`config.mk`:
```
export PLATFORM = sky130hd
export DESIGN_NAME = srp_arr_bank
export DESIGN_NICKNAME = d
export VERILOG_FILES = /design/src/rtl/srp_arr_bank.sv
export SDC_FILE = /design/constraint.sdc
export NUM_CORES = 1
export LEC_CHECK = 0
export CORE_MARGIN = 2
export CORE_UTILIZATION = 55
export CTS_BUF_LIST = sky130_fd_sc_hd__clkbuf_16
export DETAILED_ROUTE_END_ITERATION = 8
export PLACE_DENSITY = 0.8
export SYNTH_ARGS = -nofsm -noshare
export SYNTH_HDL_FRONTEND = slang
export SYNTH_SLANG_ARGS = --single-unit
```
`constraint.sdc`:
```
create_clock -name clk -period 4.6 [get_ports clk]
set_clock_uncertainty 0.2 [all_clocks]
set_input_delay 1.38 -clock clk [delete_from_list [all_inputs] [get_ports clk]]
set_output_delay 1.38 -clock clk [all_outputs]
set_load 0.02 [all_outputs]
```
`src/rtl/srp_arr_bank.sv`:
```
// -----------------------------------------------------------------------------
// srp_arr_bank
//   One single-port synthesized array shared by NCH kernel channels and a
//   host control port. Access priority is busy > host (controlArr) > kernel.
//   Kernel channels are served round-robin, one access per cycle, and reads
//   complete one cycle after the grant.
//
//   Optional feature macro: ARR_INIT_CLEAR_EN
//     defined   : after reset the array is swept to zero, one element per
//                 cycle, with busy high for DEPTH cycles.
//     undefined : no sweep logic; busy is tied low.
//
// Ports
//   clk, rst            clock, asynchronous active-high reset
//   controlArr          host owns the array while high
//   controlArrWEnable   host write strobe (otherwise host read)
//   controlArrAddr      host address
//   controlArrWData     host write data
//   controlArrRData     host read data, one cycle after the host read
//   k_req / k_we        per-channel request level and write(1)/read(0)
//   k_addr / k_wdata    per-channel address/data, channel i at [i*W +: W]
//   k_gnt               one-hot combinational grant
//   k_rvalid            one-hot read-data-valid, one cycle after read grant
//   k_rdata             shared kernel read data, qualified by k_rvalid
//   busy                array unavailable (init clear in progress)
// -----------------------------------------------------------------------------
module srp_arr_bank #(
    parameter int DATA_W = 8,
    parameter int DEPTH  = 16,
    parameter int ADDR_W = (DEPTH > 1) ? $clog2(DEPTH) : 1,
    parameter int NCH    = 2
) (
    input  logic                  clk,
    input  logic                  rst,
    input  logic                  controlArr,
    input  logic                  controlArrWEnable,
    input  logic [ADDR_W-1:0]     controlArrAddr,
    input  logic [DATA_W-1:0]     controlArrWData,
    output logic [DATA_W-1:0]     controlArrRData,
    input  logic [NCH-1:0]        k_req,
    input  logic [NCH-1:0]        k_we,
    input  logic [NCH*ADDR_W-1:0] k_addr,
    input  logic [NCH*DATA_W-1:0] k_wdata,
    output logic [NCH-1:0]        k_gnt,
    output logic [NCH-1:0]        k_rvalid,
    output logic [DATA_W-1:0]     k_rdata,
    output logic                  busy
);

    localparam int PTR_W = (NCH > 1) ? $clog2(NCH) : 1;
    // Extra bit so DEPTH itself is representable for the range compare.
    localparam logic [ADDR_W:0] LP_DEPTH = (ADDR_W+1)'(DEPTH);
    localparam logic [PTR_W-1:0] LP_LAST = PTR_W'(NCH - 1);

    logic [DATA_W-1:0] r_mem [DEPTH];

    logic [PTR_W-1:0]  r_ptr;
    logic [NCH-1:0]    r_rvalid;
    logic [DATA_W-1:0] r_kdata;
    logic [DATA_W-1:0] r_hdata;

    logic              w_busy;
    logic [ADDR_W-1:0] w_clr_addr;

    logic              w_kern_en;
    logic              w_found;
    logic [PTR_W-1:0]  w_sel;
    logic [PTR_W-1:0]  w_idx;
    logic [PTR_W:0]    w_sum;
    logic [NCH-1:0]    w_gnt;
    logic [PTR_W-1:0]  w_ptr_nxt;

    logic              w_host;
    logic              w_kacc;
    logic              w_we;
    logic [ADDR_W-1:0] w_addr;
    logic [DATA_W-1:0] w_wdata;
    logic              w_in_range;
    logic [DATA_W-1:0] w_rdval;

    // ------------------------------------------------------------------
    // Optional init-clear sweep
    // ------------------------------------------------------------------
`ifdef ARR_INIT_CLEAR_EN
    typedef enum logic {ST_CLEAR, ST_READY} sweep_e;

    sweep_e            r_state;
    sweep_e            w_state_nxt;
    logic [ADDR_W-1:0] r_clr_addr;
    logic [ADDR_W-1:0] w_clr_addr_nxt;

    always_ff @(posedge clk or posedge rst) begin
        if (rst) begin
            r_state    <= ST_CLEAR;
            r_clr_addr <= '0;
        end else begin
            r_state    <= w_state_nxt;
            r_clr_addr <= w_clr_addr_nxt;
        end
    end

    always_comb begin
        w_state_nxt    = r_state;
        w_clr_addr_nxt = r_clr_addr;
        case (r_state)
            ST_CLEAR: begin
                if (r_clr_addr == ADDR_W'(DEPTH - 1)) begin
                    w_state_nxt    = ST_READY;
                    w_clr_addr_nxt = '0;
                end else begin
                    w_clr_addr_nxt = r_clr_addr + 1'b1;
                end
            end
            default: ;
        endcase
    end

    assign w_busy     = (r_state == ST_CLEAR);
    assign w_clr_addr = r_clr_addr;
`else
    assign w_busy     = 1'b0;
    assign w_clr_addr = '0;
`endif

    // ------------------------------------------------------------------
    // Round-robin arbiter: scan upward from r_ptr, wrapping at NCH.
    // ------------------------------------------------------------------
    always_comb begin
        w_kern_en = !w_busy && !controlArr;
        w_found   = 1'b0;
        w_sel     = '0;
        w_idx     = '0;
        w_sum     = '0;
        w_gnt     = '0;
        for (int unsigned off = 0; off < NCH; off++) begin
            w_sum = {1'b0, r_ptr} + (PTR_W+1)'(off);
            if (w_sum >= (PTR_W+1)'(NCH))
                w_sum = w_sum - (PTR_W+1)'(NCH);
            w_idx = w_sum[PTR_W-1:0];
            if (w_kern_en && !w_found && k_req[w_idx]) begin
                w_found = 1'b1;
                w_sel   = w_idx;
            end
        end
        if (w_found)
            w_gnt[w_sel] = 1'b1;
        w_ptr_nxt = (w_sel == LP_LAST) ? '0 : w_sel + 1'b1;
    end

    // ------------------------------------------------------------------
    // Single array port mux
    // ------------------------------------------------------------------
    always_comb begin
        w_host  = 1'b0;
        w_kacc  = 1'b0;
        w_we    = 1'b0;
        w_addr  = '0;
        w_wdata = '0;
        if (w_busy) begin
            w_we   = 1'b1;
            w_addr = w_clr_addr;
        end else if (controlArr) begin
            w_host  = 1'b1;
            w_we    = controlArrWEnable;
            w_addr  = controlArrAddr;
            w_wdata = controlArrWData;
        end else if (w_found) begin
            w_kacc  = 1'b1;
            w_we    = k_we[w_sel];
            w_addr  = k_addr[w_sel*ADDR_W +: ADDR_W];
            w_wdata = k_wdata[w_sel*DATA_W +: DATA_W];
        end
    end

    assign w_in_range = ({1'b0, w_addr} < LP_DEPTH);
    assign w_rdval    = w_in_range ? r_mem[w_addr] : '0;

    // Array contents are intentionally not reset.
    always_ff @(posedge clk) begin
        if (!rst && w_we && w_in_range)
            r_mem[w_addr] <= w_wdata;
    end

    // ------------------------------------------------------------------
    // Registered outputs and arbiter pointer
    // ------------------------------------------------------------------
    always_ff @(posedge clk or posedge rst) begin
        if (rst) begin
            r_ptr    <= '0;
            r_rvalid <= '0;
            r_kdata  <= '0;
            r_hdata  <= '0;
        end else begin
            if (w_found)
                r_ptr <= w_ptr_nxt;
            r_rvalid <= (w_kacc && !w_we) ? w_gnt : '0;
            if (w_kacc && !w_we)
                r_kdata <= w_rdval;
            // Host read data is zero unless the previous cycle was a host read.
            r_hdata <= (w_host && !w_we) ? w_rdval : '0;
        end
    end

    assign k_gnt           = w_gnt;
    assign k_rvalid        = r_rvalid;
    assign k_rdata         = r_kdata;
    assign controlArrRData = r_hdata;
    assign busy            = w_busy;

endmodule

```
; After elaboration in Yosys (flattened, before gate mapping)
; Memories as Yosys holds them, arrays and structs flattened.
; Index checks and enable logic that the tools add are counted.
[word_totals]
regBits = 19
mem_bits_rw = 128
inputBits = 44
output_inout_bits = 21
mem_count = 1
[mem_list]
columns = name, depth, word_bits, read_ports, rd_ports_with_merged_regs, write_ports, line
row1 = r_mem, 16, 8, 1, 0, 1, 55  ; logic [DATA_W-1:0] r_mem [DEPTH];
[classes]
add_sub_neg = 4
n_lt_le_gt_ge = 6
shifts = 2
n_mux = 29
n_reduce_logical = 11
[ops]
columns = op, count
row1 = $mux W8, 3
row2 = $mux W1, 21
row3 = $shiftx A16 B5 Y8, 1
row4 = $mux W4, 2
row5 = $shiftx A8 B4 Y4, 1
row6 = $logic_and A1 B1 Y1, 7
row7 = $lt A1 B2 Y1 const B, 3
row8 = $logic_not A1 Y1, 4
row9 = $mux W2, 2
row10 = $add A1 B1 Y2 const B, 1
row11 = $ge A1 B2 Y1 const B, 1
row12 = $ge A2 B2 Y1 const B, 1
row13 = $sub A1 B1 Y1 const B, 2
row14 = $add A1 B1 Y1 const B, 1
row15 = $demux W1 S1, 1
row16 = $ge A1 B1 Y1 const B, 1

; Depth between registers and ports, before layout
[logic_depth]
depth_word = 17
depth_mapped = 10

; Least setup slack after synthesis
; OpenSTA, ideal clock, no wires.
[synth_path]
path_kind = input to output
from = in controlArr
to = out k_gnt[1]
t_arrival_ps = 2403
required_ps = 3020
slack_ps = 617
cell_stages = 2
path_cell_list = clkbuf_1 nor3_1
[synth_via]
elab_chain_len = 12
[synth_lines]
columns = element, line
row1 = from (decl), 35  ; input logic controlArr,
row2 = $logic_not A1 Y1 (*), 129  ; w_kern_en = !w_busy && !controlArr;
row3 = $logic_and A1 B1 Y1, 140  ; if (w_kern_en && !w_found && k_req[w_idx]) begin
row4 = $mux W1, 140
row5 = $logic_not A1 Y1, 140
row6 = $logic_and A1 B1 Y1 (2 in a row), 140
row7 = $mux W1, 140
row8 = $lt A1 B2 Y1 (not written as such) or $ge A1 B1 Y1 (tied branches), 146  ; w_gnt[w_sel] = 1'b1;
row9 = $logic_and A1 B1 Y1 (not written as such), 146
row10 = $mux W1 (not written as such), 146
row11 = $demux W1 S1, 146
row12 = $mux W2 (*), 145  ; if (w_found)
row13 = to (decl), 44  ; output logic [NCH-1:0] k_gnt,
; Every way passes the cells marked *; elsewhere a longest branch is shown, timed or not.

; Worst setup path in the final report
[layout_path]
from = in k_req[0]
to = out k_gnt[1]
[layout_via]
elab_chain_len = 13
[layout_lines]
columns = element, line
row1 = from (decl), 40  ; input logic [NCH-1:0] k_req,
row2 = $mux W1 (not written as such) (2 in a row), 140
row3 = $logic_and A1 B1 Y1, 140
row4 = $mux W1, 140
row5 = $logic_not A1 Y1, 140
row6 = $logic_and A1 B1 Y1 (2 in a row), 140
row7 = $mux W1, 140
row8 = $lt A1 B2 Y1 (not written as such) or $ge A1 B1 Y1 (tied branches), 146
row9 = $logic_and A1 B1 Y1 (not written as such), 146
row10 = $mux W1 (not written as such), 146
row11 = $demux W1 S1, 146
row12 = $mux W2 (*), 145
; Every way passes the cells marked *; elsewhere a longest branch is shown, timed or not. The select of a mux whose other input is x is not followed.

==> impl_metrics.ini <==
[finish]
drive_gt1_share_pct = 16.82
final_net_count = 590
antenna_cells = 0
stdcell_count = 699
syn_to_final_growth_pct = 25.81
multi_input_area_sq_um = 1747
fill_cells = 663
seq_area_sq_um = 4319

[sta]
rsz0062_at_grt = false
tightest_slew_ps = 1175
slew_viol_final = 0
final-hold-violation-count = 0
fin_ws_ps = 64.47
min_period_ps = 4536
finalSetupViolCount = 0
holdWs_ps = 311.2
fmax_ghz = 0.2205
fin_crit_sh_pct = 98.60
relSlewSlack_pct = 20.83
fin_setup_tns_ps = 0

[place]
port_buffers = 63
dpl.cell_count = 667
gp_congestion = 0.8578
dp_hpwl_um = 9816
dp_slack_ps = 95.27

[synthesis]
ys_ff_latch = 147
ys.flop_type = edfxtp_1
synth_edf_count = 128
ys_seq_area_share_pct = 69.84
yosys_warnings = 0
syn_nets = 500
async_flop_share_pct = 12.93
yosysMostFrequentCell = edfxtp_1
netlist_area_sq_um = 6185
yosys-top-cells-area = edfxtp_1 (62%), dfrtp_1 (7.7%), mux2_2 (3.6%), nand3_1 (2.9%), a211o_1 (2.8%)
ys_types = 38
synthCells = 456
synth_top_area_cell = edfxtp_1
synth_top_area_share_pct = 62.15
syn_area_per_cell_sq_um = 13.56
synth_common_cells = edfxtp_1 (128), nand2_1 (42), nand3_1 (36)

[clock_network]
htreeDepth = 4
post-cts-setup-buffers = 0
cts_resized = 0
numCtsBuffers = 17
cts.clk_slew.worst_paths_ps = 60
root_buffer = clkbuf_16
cts_sinks = 147
clock_path_buffers = 2
clk_latency_ps = 420
cts_tree = yes
cts_hold_buffers = 0

[drt]
vias_per_cell = 6.223
wl_per_cell_um = 21.50
ant_nets = 0
wl_met3_um = 1710
routed-via-count = 4350
m1WireLength_um = 5915
first_iter_violations = 720
drtPass1Iterations = 5
remaining_drc_errors = 0
drt-total-wl_um = 15030
top_layer_used = met4
dr_wl_met2_um = 7001

[power]
combPwrFrac_pct = 15.0
swShare_pct = 25.18
p_int_uw = 2537
irDropWorstVdd_mv = 0.2616
powerDensity_nw_per_um2 = 435.7
p_seq_share_pct = 45.4
clockPowerShare_pct = 39.6
leakage_uw = 0.002899
total_power_uw = 3390
power.switching_uw = 853.6

[worst_setup_path]
crit_path_top_delay_cell = clkdlybuf4s50_1
critPathCaptureType = output pin
crit_path_start_kind = primary input
cpMostUsedCell = clkdlybuf4s50_1
max_stage_delay_ps = 660
path_delay_family = buffers and inverters
cp.arrival_ps = 2960
crit_chain = clkdlybuf4s50_1 > nor2b_1 > nor3_1 > clkdlybuf4s50_1
critical_path_class = primary input to output pin
worstPathRequired_ps = 3020
worst-path-buf-inv = 2
critPathMaxFanout = 5

[global_routing]
grt_max_degree = 46
antenna_found_initial = 0
grt_pass1_wl_um = 22510
grt-ovfl-total = 0
grt_pass1_vias = 4108
grt_use_total_pct = 25.73

[worst_hold_path]
hold_path_class = flop to flop

[floorplanning]
dieArea_sq_um = 12110
rows = 38
io_pins = 65
start_util_pct = 56.80
core_area_sq_um = 10890
die_w_um = 110.0
fp.dieH_um = 110.0

[outcome]
outcome = completed

[run]
cap_viol_max_count = 0
==> metal layers <==
layer | up-vias | global-route usage (%)
met1 | 2093 | 33.91
met4 | 0 | 9.855
li1 | 1949 | -
met3 | 29 | 6.937
met5 | - | 0
met2 | 279 | 41.06
==> registers in the layout (all words and copies together) (netlist names) <==
name	count
r_ptr	1
k_rvalid	2
k_rdata	8
r_mem	128
controlArrRData	8
==> path summary, 6_finish.rpt <==
check                                        from                      endpoint  slack, ps  cells past startpoint
min in group asynchronous                     rst             r_ptr$_DFFE_PP0P_       1240                      2
min reg2reg                k_rdata[3]$_DFFE_PP0P_        k_rdata[3]$_DFFE_PP0P_        310                      1
max reg2reg                     r_ptr$_DFFE_PP0P_         r_mem[6][2]$_DFFE_PP_       1670                      7
min                        k_rdata[3]$_DFFE_PP0P_        k_rdata[3]$_DFFE_PP0P_        310                      1
max                                      k_req[0]                      k_gnt[1]         60                      4
max in group asynchronous                     rst  controlArrRData[7]$_DFF_PP0_       2510                      2
==> layout by cell type, fill, tap and decap left out, drive strengths merged, types with 17 or more instances in the layout <==
cell	count
nand2	42
a211o	20
nand3	36
clkdlybuf4s50	63
dfrtp	19
clkbuf	17
mux2	20
edfxtp	128
o21ai	30
buf	38
==> through the flow <==
stage	instance area, sq um	utilization, %
after floorplan	6185	-
after global placement	7197	66.10
after detailed placement	7197	66.10
after CTS	7781	71.47
after global routing	7781	71.47
final	7781	71.47
==> area by class of cell <==
| class | instances | share of cell area, % |
|---|---|---|
| multi-input combinational | 275 | 22.45 |
| clock buffer | 17 | 5.467 |
| clock inverter | 15 | 2.042 |
| timing repair buffer | 101 | 12.09 |
| tap | 140 | 2.251 |
| sequential | 147 | 55.51 |
| inverter | 4 | 0.1930 |
==> cell families (layout without fill, tap and decap cells) <==
| family | count (synthesis) | count (layout) | synth area share [%] |
|---|---|---|---|
| compound gates | 112 | 112 | 12.91 |
| buf+inv | 34 | 137 | 2.326 |
| flops | 147 | 147 | 69.84 |
| mux | 22 | 22 | 3.965 |
| other cells | 1 | 1 | 0.06063 |
| simple gates | 140 | 140 | 10.90 |
==> power groups by stage <==
| stage | Clock [uW] | Combinational (uW) | Sequential (uW) |
|---|---|---|---|
| after floorplan | 0 | 229 | 1600 |
| after global placement | 0 | 491 | 1560 |
| after detailed placement | 0 | 501 | 1570 |
| after CTS | 1350 | 506 | 1540 |
| after global routing | 1410 | 542 | 1540 |
| final | 1340 | 509 | 1540 |
No activity file was read; power rests on OpenSTA's default activity.
